File: config.mk
export PLATFORM = sky130hd
export DESIGN_NAME = viterbi_decoder
export DESIGN_NICKNAME = d
export VERILOG_FILES = /design/src/rtl/viterbi_pkg.sv /design/src/rtl/viterbi_decoder.sv
export SDC_FILE = /design/constraint.sdc
export NUM_CORES = 1
export LEC_CHECK = 0
export CAP_MARGIN = 20
export CORE_ASPECT_RATIO = 1.5
export CORE_MARGIN = 5
export CORE_UTILIZATION = 45
export DETAILED_ROUTE_END_ITERATION = 12
export RECOVER_POWER = 100
export SLEW_MARGIN = 20
export SYNTH_ARGS = -nofsm -noshare
export SYNTH_HDL_FRONTEND = slang
export SYNTH_SLANG_ARGS = --single-unit
File: constraint.sdc
create_clock -name clk -period 17.6 [get_ports clk]
set_input_delay 1.76 -clock clk [delete_from_list [all_inputs] [get_ports clk]]
set_output_delay 1.76 -clock clk [all_outputs]
set_load 0.01 [all_outputs]
File: src/rtl/viterbi_pkg.sv
// rtl/viterbi_pkg.sv - shared constants and code-symbol function for the K=3 rate-1/2 link
package viterbi_pkg;

  localparam int         K       = 3;
  localparam int         NSTATES = 2 ** (K - 1);
  localparam logic [2:0] G0      = 3'b111;
  localparam logic [2:0] G1      = 3'b101;
  localparam int         L       = 16;
  localparam int         PMW     = 7;

  // Code symbol {c1,c0} produced from state {s1,s0} when input bit u is shifted in.
  // The tap vector is {u,s1,s0}; c1 uses G0 and c0 uses G1.
  function automatic logic [1:0] exp_sym(input logic [1:0] state, input logic u);
    logic [2:0] taps;
    taps = {u, state};
    return {^(taps & G0), ^(taps & G1)};
  endfunction

endpackage

File: src/rtl/viterbi_decoder.sv
// rtl/viterbi_decoder.sv - hard-decision K=3 Viterbi decoder with register-exchange survivors
module viterbi_decoder #(
  parameter int L   = viterbi_pkg::L,
  parameter int PMW = viterbi_pkg::PMW
) (
  input  logic       clk,
  input  logic       rst,
  input  logic       enable,
  input  logic [1:0] d_in,
  output logic       d_out
);
  import viterbi_pkg::*;

  localparam int             NS       = NSTATES;
  localparam logic [PMW-1:0] PM_START = PMW'(16);
  localparam logic [PMW-1:0] PM_SAT   = '1;

  // The oldest survivor bit is consumed as d_out in the same cycle it would be
  // written, so only L-1 bits per state are actually held in flops.
  logic [PMW-1:0] pm_q   [NS];
  logic [PMW-1:0] pm_d   [NS];
  logic [PMW-1:0] acs_pm [NS];
  logic [L-2:0]   surv_q [NS];
  logic [L-1:0]   surv_d [NS];
  logic [PMW-1:0] min_pm;
  logic [1:0]     best;
  logic           d_out_q;
  logic           d_out_d;

  // One add-compare-select per next state ns = {u,a}; predecessors are {a,0} and {a,1}.
  for (genvar g = 0; g < NS; g++) begin : g_acs
    localparam logic       U  = 1'((g >> 1) & 1);
    localparam logic       A  = 1'(g & 1);
    localparam logic [1:0] P0 = {A, 1'b0};
    localparam logic [1:0] P1 = {A, 1'b1};

    logic [1:0]   x0;
    logic [1:0]   x1;
    logic [1:0]   bm0;
    logic [1:0]   bm1;
    logic [PMW:0] cand0;
    logic [PMW:0] cand1;
    logic [PMW:0] win;
    logic         take1;

    assign x0    = d_in ^ exp_sym(P0, U);
    assign x1    = d_in ^ exp_sym(P1, U);
    assign bm0   = {1'b0, x0[1]} + {1'b0, x0[0]};
    assign bm1   = {1'b0, x1[1]} + {1'b0, x1[0]};
    assign cand0 = {1'b0, pm_q[P0]} + {{(PMW - 1){1'b0}}, bm0};
    assign cand1 = {1'b0, pm_q[P1]} + {{(PMW - 1){1'b0}}, bm1};
    // Ties go to the predecessor with s0 = 0.
    assign take1 = cand1 < cand0;
    assign win   = take1 ? cand1 : cand0;
    // Normalization keeps metrics small; clamp only as a guard against overflow.
    assign acs_pm[g] = win[PMW] ? PM_SAT : win[PMW-1:0];
    assign surv_d[g] = {take1 ? surv_q[P1] : surv_q[P0], U};
  end

  // Find the best state; strict compare keeps the lowest index on ties.
  always_comb begin
    min_pm = acs_pm[0];
    best   = 2'd0;
    for (int i = 1; i < NS; i++) begin
      if (acs_pm[i] < min_pm) begin
        min_pm = acs_pm[i];
        best   = 2'(i);
      end
    end
  end

  // Rebase all metrics on the minimum and pick the oldest bit of the best survivor.
  always_comb begin
    for (int i = 0; i < NS; i++) begin
      pm_d[i] = acs_pm[i] - min_pm;
    end
    d_out_d = surv_d[best][L-1];
  end

  // Metrics, survivors and output advance only on enabled cycles.
  always_ff @(posedge clk or negedge rst) begin
    if (!rst) begin
      for (int i = 0; i < NS; i++) begin
        pm_q[i]   <= (i == 0) ? '0 : PM_START;
        surv_q[i] <= '0;
      end
      d_out_q <= 1'b0;
    end else if (enable) begin
      for (int i = 0; i < NS; i++) begin
        pm_q[i]   <= pm_d[i];
        surv_q[i] <= surv_d[i][L-2:0];
      end
      d_out_q <= d_out_d;
    end
  end

  assign d_out = d_out_q;

endmodule

# == Word-level counts from Yosys, hierarchy flattened ==
# Cells that the tools add are included.
# W data, S select, Z words.
# totals
regBits,87
wordCells,58
input_bits,5
output_inout_bits,1
# classes
n_addsub,16
n_bitwise,4
order_cmp,8
n_mux,21
# op_table
cell,n
$add A7 B2 Y8,8
$mux W15,4
$mux W7,7
$bmux W16 S2,1
$lt A8 B8 Y1,4
$mux W16,2
$mux W8,4
$sub A7 B7 Y7,4
$lt A7 B7 Y1,3
$add A1 B1 Y2,4
$mux W2,2
$ge A3 B3 Y1 const B,1
$not A2 Y3,1
$not A1 Y1,2
$not A2 Y2,1
$mux W1,1

# == Logic depth before layout (Yosys ltp) ==
# logic_depth
depth_word,16
mapped_depth,53
ltp_nobuf,49

# == Least setup slack after synthesis ==
# No wires, ideal clock.
# synth_timing
path_type,input to register
startpoint,input port d_in[0]
endpoint,register pm_q[13] (netlist name)
required_ns,17.465
path_buffers,4
path_slack_ns,6.091
setup_ns,0.135
arrival_ns,11.374
path_stages,48
path_cell_list,inv_1 -> ha_1 -> inv_1 -> ha_1 -> nor2b_1 -> o21a_1 -> or2_2 -> and4_1 -> xnor2_1 -> ha_1 -> a211oi_1 -> o21ba_2 -> o211ai_1 -> clkbuf_1 -> o31ai_1 -> inv_1 -> ha_1 -> and2_0 -> (+12 left out) -> a21o_1 -> ha_1 -> and4_1 -> o2111ai_1 -> nand4_1 -> o31ai_4 -> clkbuf_1 -> or3_1 -> o21ai_0 -> ha_1 -> inv_1 -> fa_1 -> maj3_1 -> a21o_1 -> a21o_1 -> a21oi_1 -> xnor2_1 -> mux2i_1
# synth_between
elab_chain_len,13
word_cells_on_any_way,33
classes_between,add/sub (13); order compare (7); mux (11); bitwise (2)
# synth_rtl
element,line,text
from (decl),viterbi_decoder.sv:9,"input logic [1:0] d_in,"
$not A1 Y1 (no source line) or $not A2 Y2 (tied branches),n/a,
$add A1 B1 Y2,"viterbi_decoder.sv:48, viterbi_decoder.sv:49",
$add A7 B2 Y8,viterbi_decoder.sv:51,"assign cand1 = {1'b0, pm_q[P1]} + {{(PMW - 1){1'b0}}, bm1};"
$lt A8 B8 Y1,viterbi_decoder.sv:53,assign take1 = cand1 < cand0;
$mux W8,viterbi_decoder.sv:54,assign win = take1 ? cand1 : cand0;
$mux W7,viterbi_decoder.sv:56,assign acs_pm[g] = win[PMW] ? PM_SAT : win[PMW-1:0];
$lt A7 B7 Y1,viterbi_decoder.sv:65,if (acs_pm[i] < min_pm) begin
$mux W7,viterbi_decoder.sv:65,
$lt A7 B7 Y1,viterbi_decoder.sv:65,
$mux W7,viterbi_decoder.sv:65,
$lt A7 B7 Y1,viterbi_decoder.sv:65,
$mux W7,viterbi_decoder.sv:65,
$sub A7 B7 Y7 *,viterbi_decoder.sv:75,pm_d[i] = acs_pm[i] - min_pm;
"to (signal, indexed assignment)",viterbi_decoder.sv:84,pm_q[i] <= (i == 0) ? '0 : PM_START;
"to (signal, indexed assignment)",viterbi_decoder.sv:90,pm_q[i] <= pm_d[i];
to (decl),viterbi_decoder.sv:20,logic [PMW-1:0] pm_q [NS];
# Mark *: on every way between the ends. The rest lies on a longest branch, timed or not.
# A chain may end at the register's enable or synchronous reset.

# == Worst setup path after layout ==
# layout_timing
startpoint,input port d_in[0]
endpoint,register pm_q[20] (netlist name)
# The elaborated chain is that of the path after synthesis.

==> flow_summary.yaml <==
status:
  status: "complete, but fails checks"
  violations: "capacitance limit, slew limit"
detailed_routing:
  dr_total_vias: 6361
  drtIter0Drc: 401
  postRouteWirelength_um: 19800
  vias_per_cell: 5.74
  routedWlPerCell_um: 17.9
  drc_errors: 0
  ant_nets: 0
  drt-pass1-iter-count: 5
setup_path:
  cp_slowest_cell: "o31ai_1"
  required_ns: 17.78
  cp-start-kind: "primary input"
  path_class: "primary input to register"
  cp-startpoint: "d_in[0]"
  end_kind: "register"
  worstPathArrival_ns: 14.92
  max_stage_delay_ns: 1.31
  reg2reg_from: "pm_q[23]$_DFFE_PN0P_"
  crit_top_cell: "a21o_1"
  crit_fanout: 18
cells_and_area:
  layout-drive-gt1-share: 0.0690
  num_antenna_cells: 0
  synthToLayoutAreaGrowth_pct: 6.21
  nNetsFinal: 983
placement:
  post-dp-hpwl_um: 15500
  gp_congestion: 0.988
  numPortBuffers: 5
synthesis:
  ys_top_cells_by_area: "dfrtp_1 26%, ha_1 13%, mux2i_1 6.4%"
  netlist_area_mm2: 0.00771
  synth.most_common_cell: "nor2_1"
  yosysWarningCount: 0
  synth-edff-count: 0
  yosys-top-cells-count: "101 x nor2_1, 87 x nand2_1, 82 x ha_1, 81 x a21oi_1, 81 x dfrtp_1"
  ys_types: 77
  syn_avg_cell_area_um2: 8.47
  yosys.area_share.adder: 0.145
  muxShareOfSynthArea: 0.0918
  syn_nets: 1001
  synth_top_area_frac: 0.263
  synthSimpleGateAreaFrac: 0.162
  synth_xor_area_frac: 0.0840
  synth_top_family_by_area: "compound AO/OA/AOI/OAI gates"
  ys_ff_latch: 84
  async_reset_ff_frac: 1.00
  yosysSeqAreaShare: 0.273
  synth_top_cell_by_area: "dfrtp_1"
  syn_inst: 911
  synth-compound-area-share: 0.200
  synth_ff_type: "dfrtp_1"
sta:
  tightest_slew_ns: 3.33
  final_max_slew_viol_count: 181
  rsz0062_at_grt: "false"
  slew_headroom: -1.22
  period_needed_ns: 14.74
  timing.hold.ws_ns: 0.467
  fmax_mhz: 67.8
  tns_ns: 0
  hold_viol: 0
  finalSetupViolations: 0
  fin_skew_ns: 0.00822
  period_share: 0.837
clock_network:
  cts_resized: 0
  clock_latency_ns: 0.34
  clock-sinks: 84
  cts.htree.levels: 3
  numCtsBuffers: 9
  cts_tree: "done"
  root_buffer: "clkbuf_16"
  cts.path.max_buffers: 2
  clk_pin_slew_worst_paths_ns: 0.07
  cts_setup_buffers: 0
  cts_hold_buf: 0
global_routing:
  grt_pass1_vias: 6364
  antenna_found_initial: 0
  grt_pass1_wl_um: 32700
  grt_max_degree: 92
  grt_usage: 0.208
  gr-total-overflow: 0
floorplan:
  core_mm2: 0.0168
  initial_utilization: 0.458
  ioPinCount: 6
  rows: 58
  die_area_mm2: 0.0199
  die_x_um: 117
  dieHeight_um: 170
flow_run:
  maxCapViolations: 5
hold_path:
  hold_class: "register to register"
  hp-start: "surv_q[0]$_DFFE_PN0P_"
[layer usage]
| layer | GRT usage | share of wire |
|---|---|---|
| met4 | 0.0768 | 0.032 |
| met2 | 0.374 | 0.52 |
| met3 | 0.0185 | 0.025 |
| met5 | 0 | 0 |
| met1 | 0.254 | 0.42 |
[worst max-delay path: cells and delay by family]
kind | cells | cell delay, ns
compound gates | 22 | 6.75
xor+xnor | 1 | 0.13
fa+ha+maj | 8 | 2.62
buf+inv | 5 | 1.92
mux | 2 | 0.76
simple gates | 5 | 0.95
[state kept, by name, summed over array words and instances (netlist names)]
name	flops
d_out	1
pm_q	28
surv_q	55
[cells in the final DEF, fill, tap and decap left out, types with 26 or more instances in the layout]
master	synthesis	routed
dfrtp_1	81	81
ha_1	82	82
xnor2_1	42	42
nor2_1	101	101
inv_1	40	40
a31oi_1	26	26
nand2_1	87	87
o21ai_0	40	42
mux2i_1	49	49
a21oi_1	81	80
xor2_1	32	32
[worst paths after layout]
check | to | slack [ns] | cells after the start
setup / recovery | pm_q[20]$_DFFE_PN0P_ | 2.86 | 43
hold / removal | surv_q[0]$_DFFE_PN0P_ | 0.47 | 1
setup reg to reg | pm_q[20]$_DFFE_PN0P_ | 5.03 | 40
hold reg to reg | surv_q[0]$_DFFE_PN0P_ | 0.47 | 1
max in group asynchronous | pm_q[22]$_DFFE_PN0P_ | 12.16 | 2
min in group asynchronous | surv_q[54]$_DFFE_PN0P_ | 1.67 | 1
[stage by stage]
step	worst slack [ns]	util	std cells	area, um^2
final	2.86	0.487	1108	8190
after global routing	1.93	0.487	1108	8190
after CTS	4.27	0.489	1108	8230
after detailed placement	3.97	0.470	1092	7920
after global placement	4.25	0.470	1092	7920
after floorplan	6.09	-	911	7710
[logic make-up after synthesis]
group / Yosys count
fa+ha+maj: 88
compound gates: 237
simple gates: 276
buf+inv: 84
xor+xnor: 74
mux: 68
flops: 84
[layout make-up]
class                           count  area [um^2]
Clock buffer                       10          239
Tap cell                          210          263
Multi-Input combinational cell    743         5270
Timing Repair Buffer               13         78.8
Fill cell                        1648         8640
Inverter                           42          163
Sequential cell                    84         2110
Clock inverter                      6         76.3
Power is left out: the tool's default activity adds up to more than one toggle a clock period on the data nets, which glitch-free logic cannot reach.
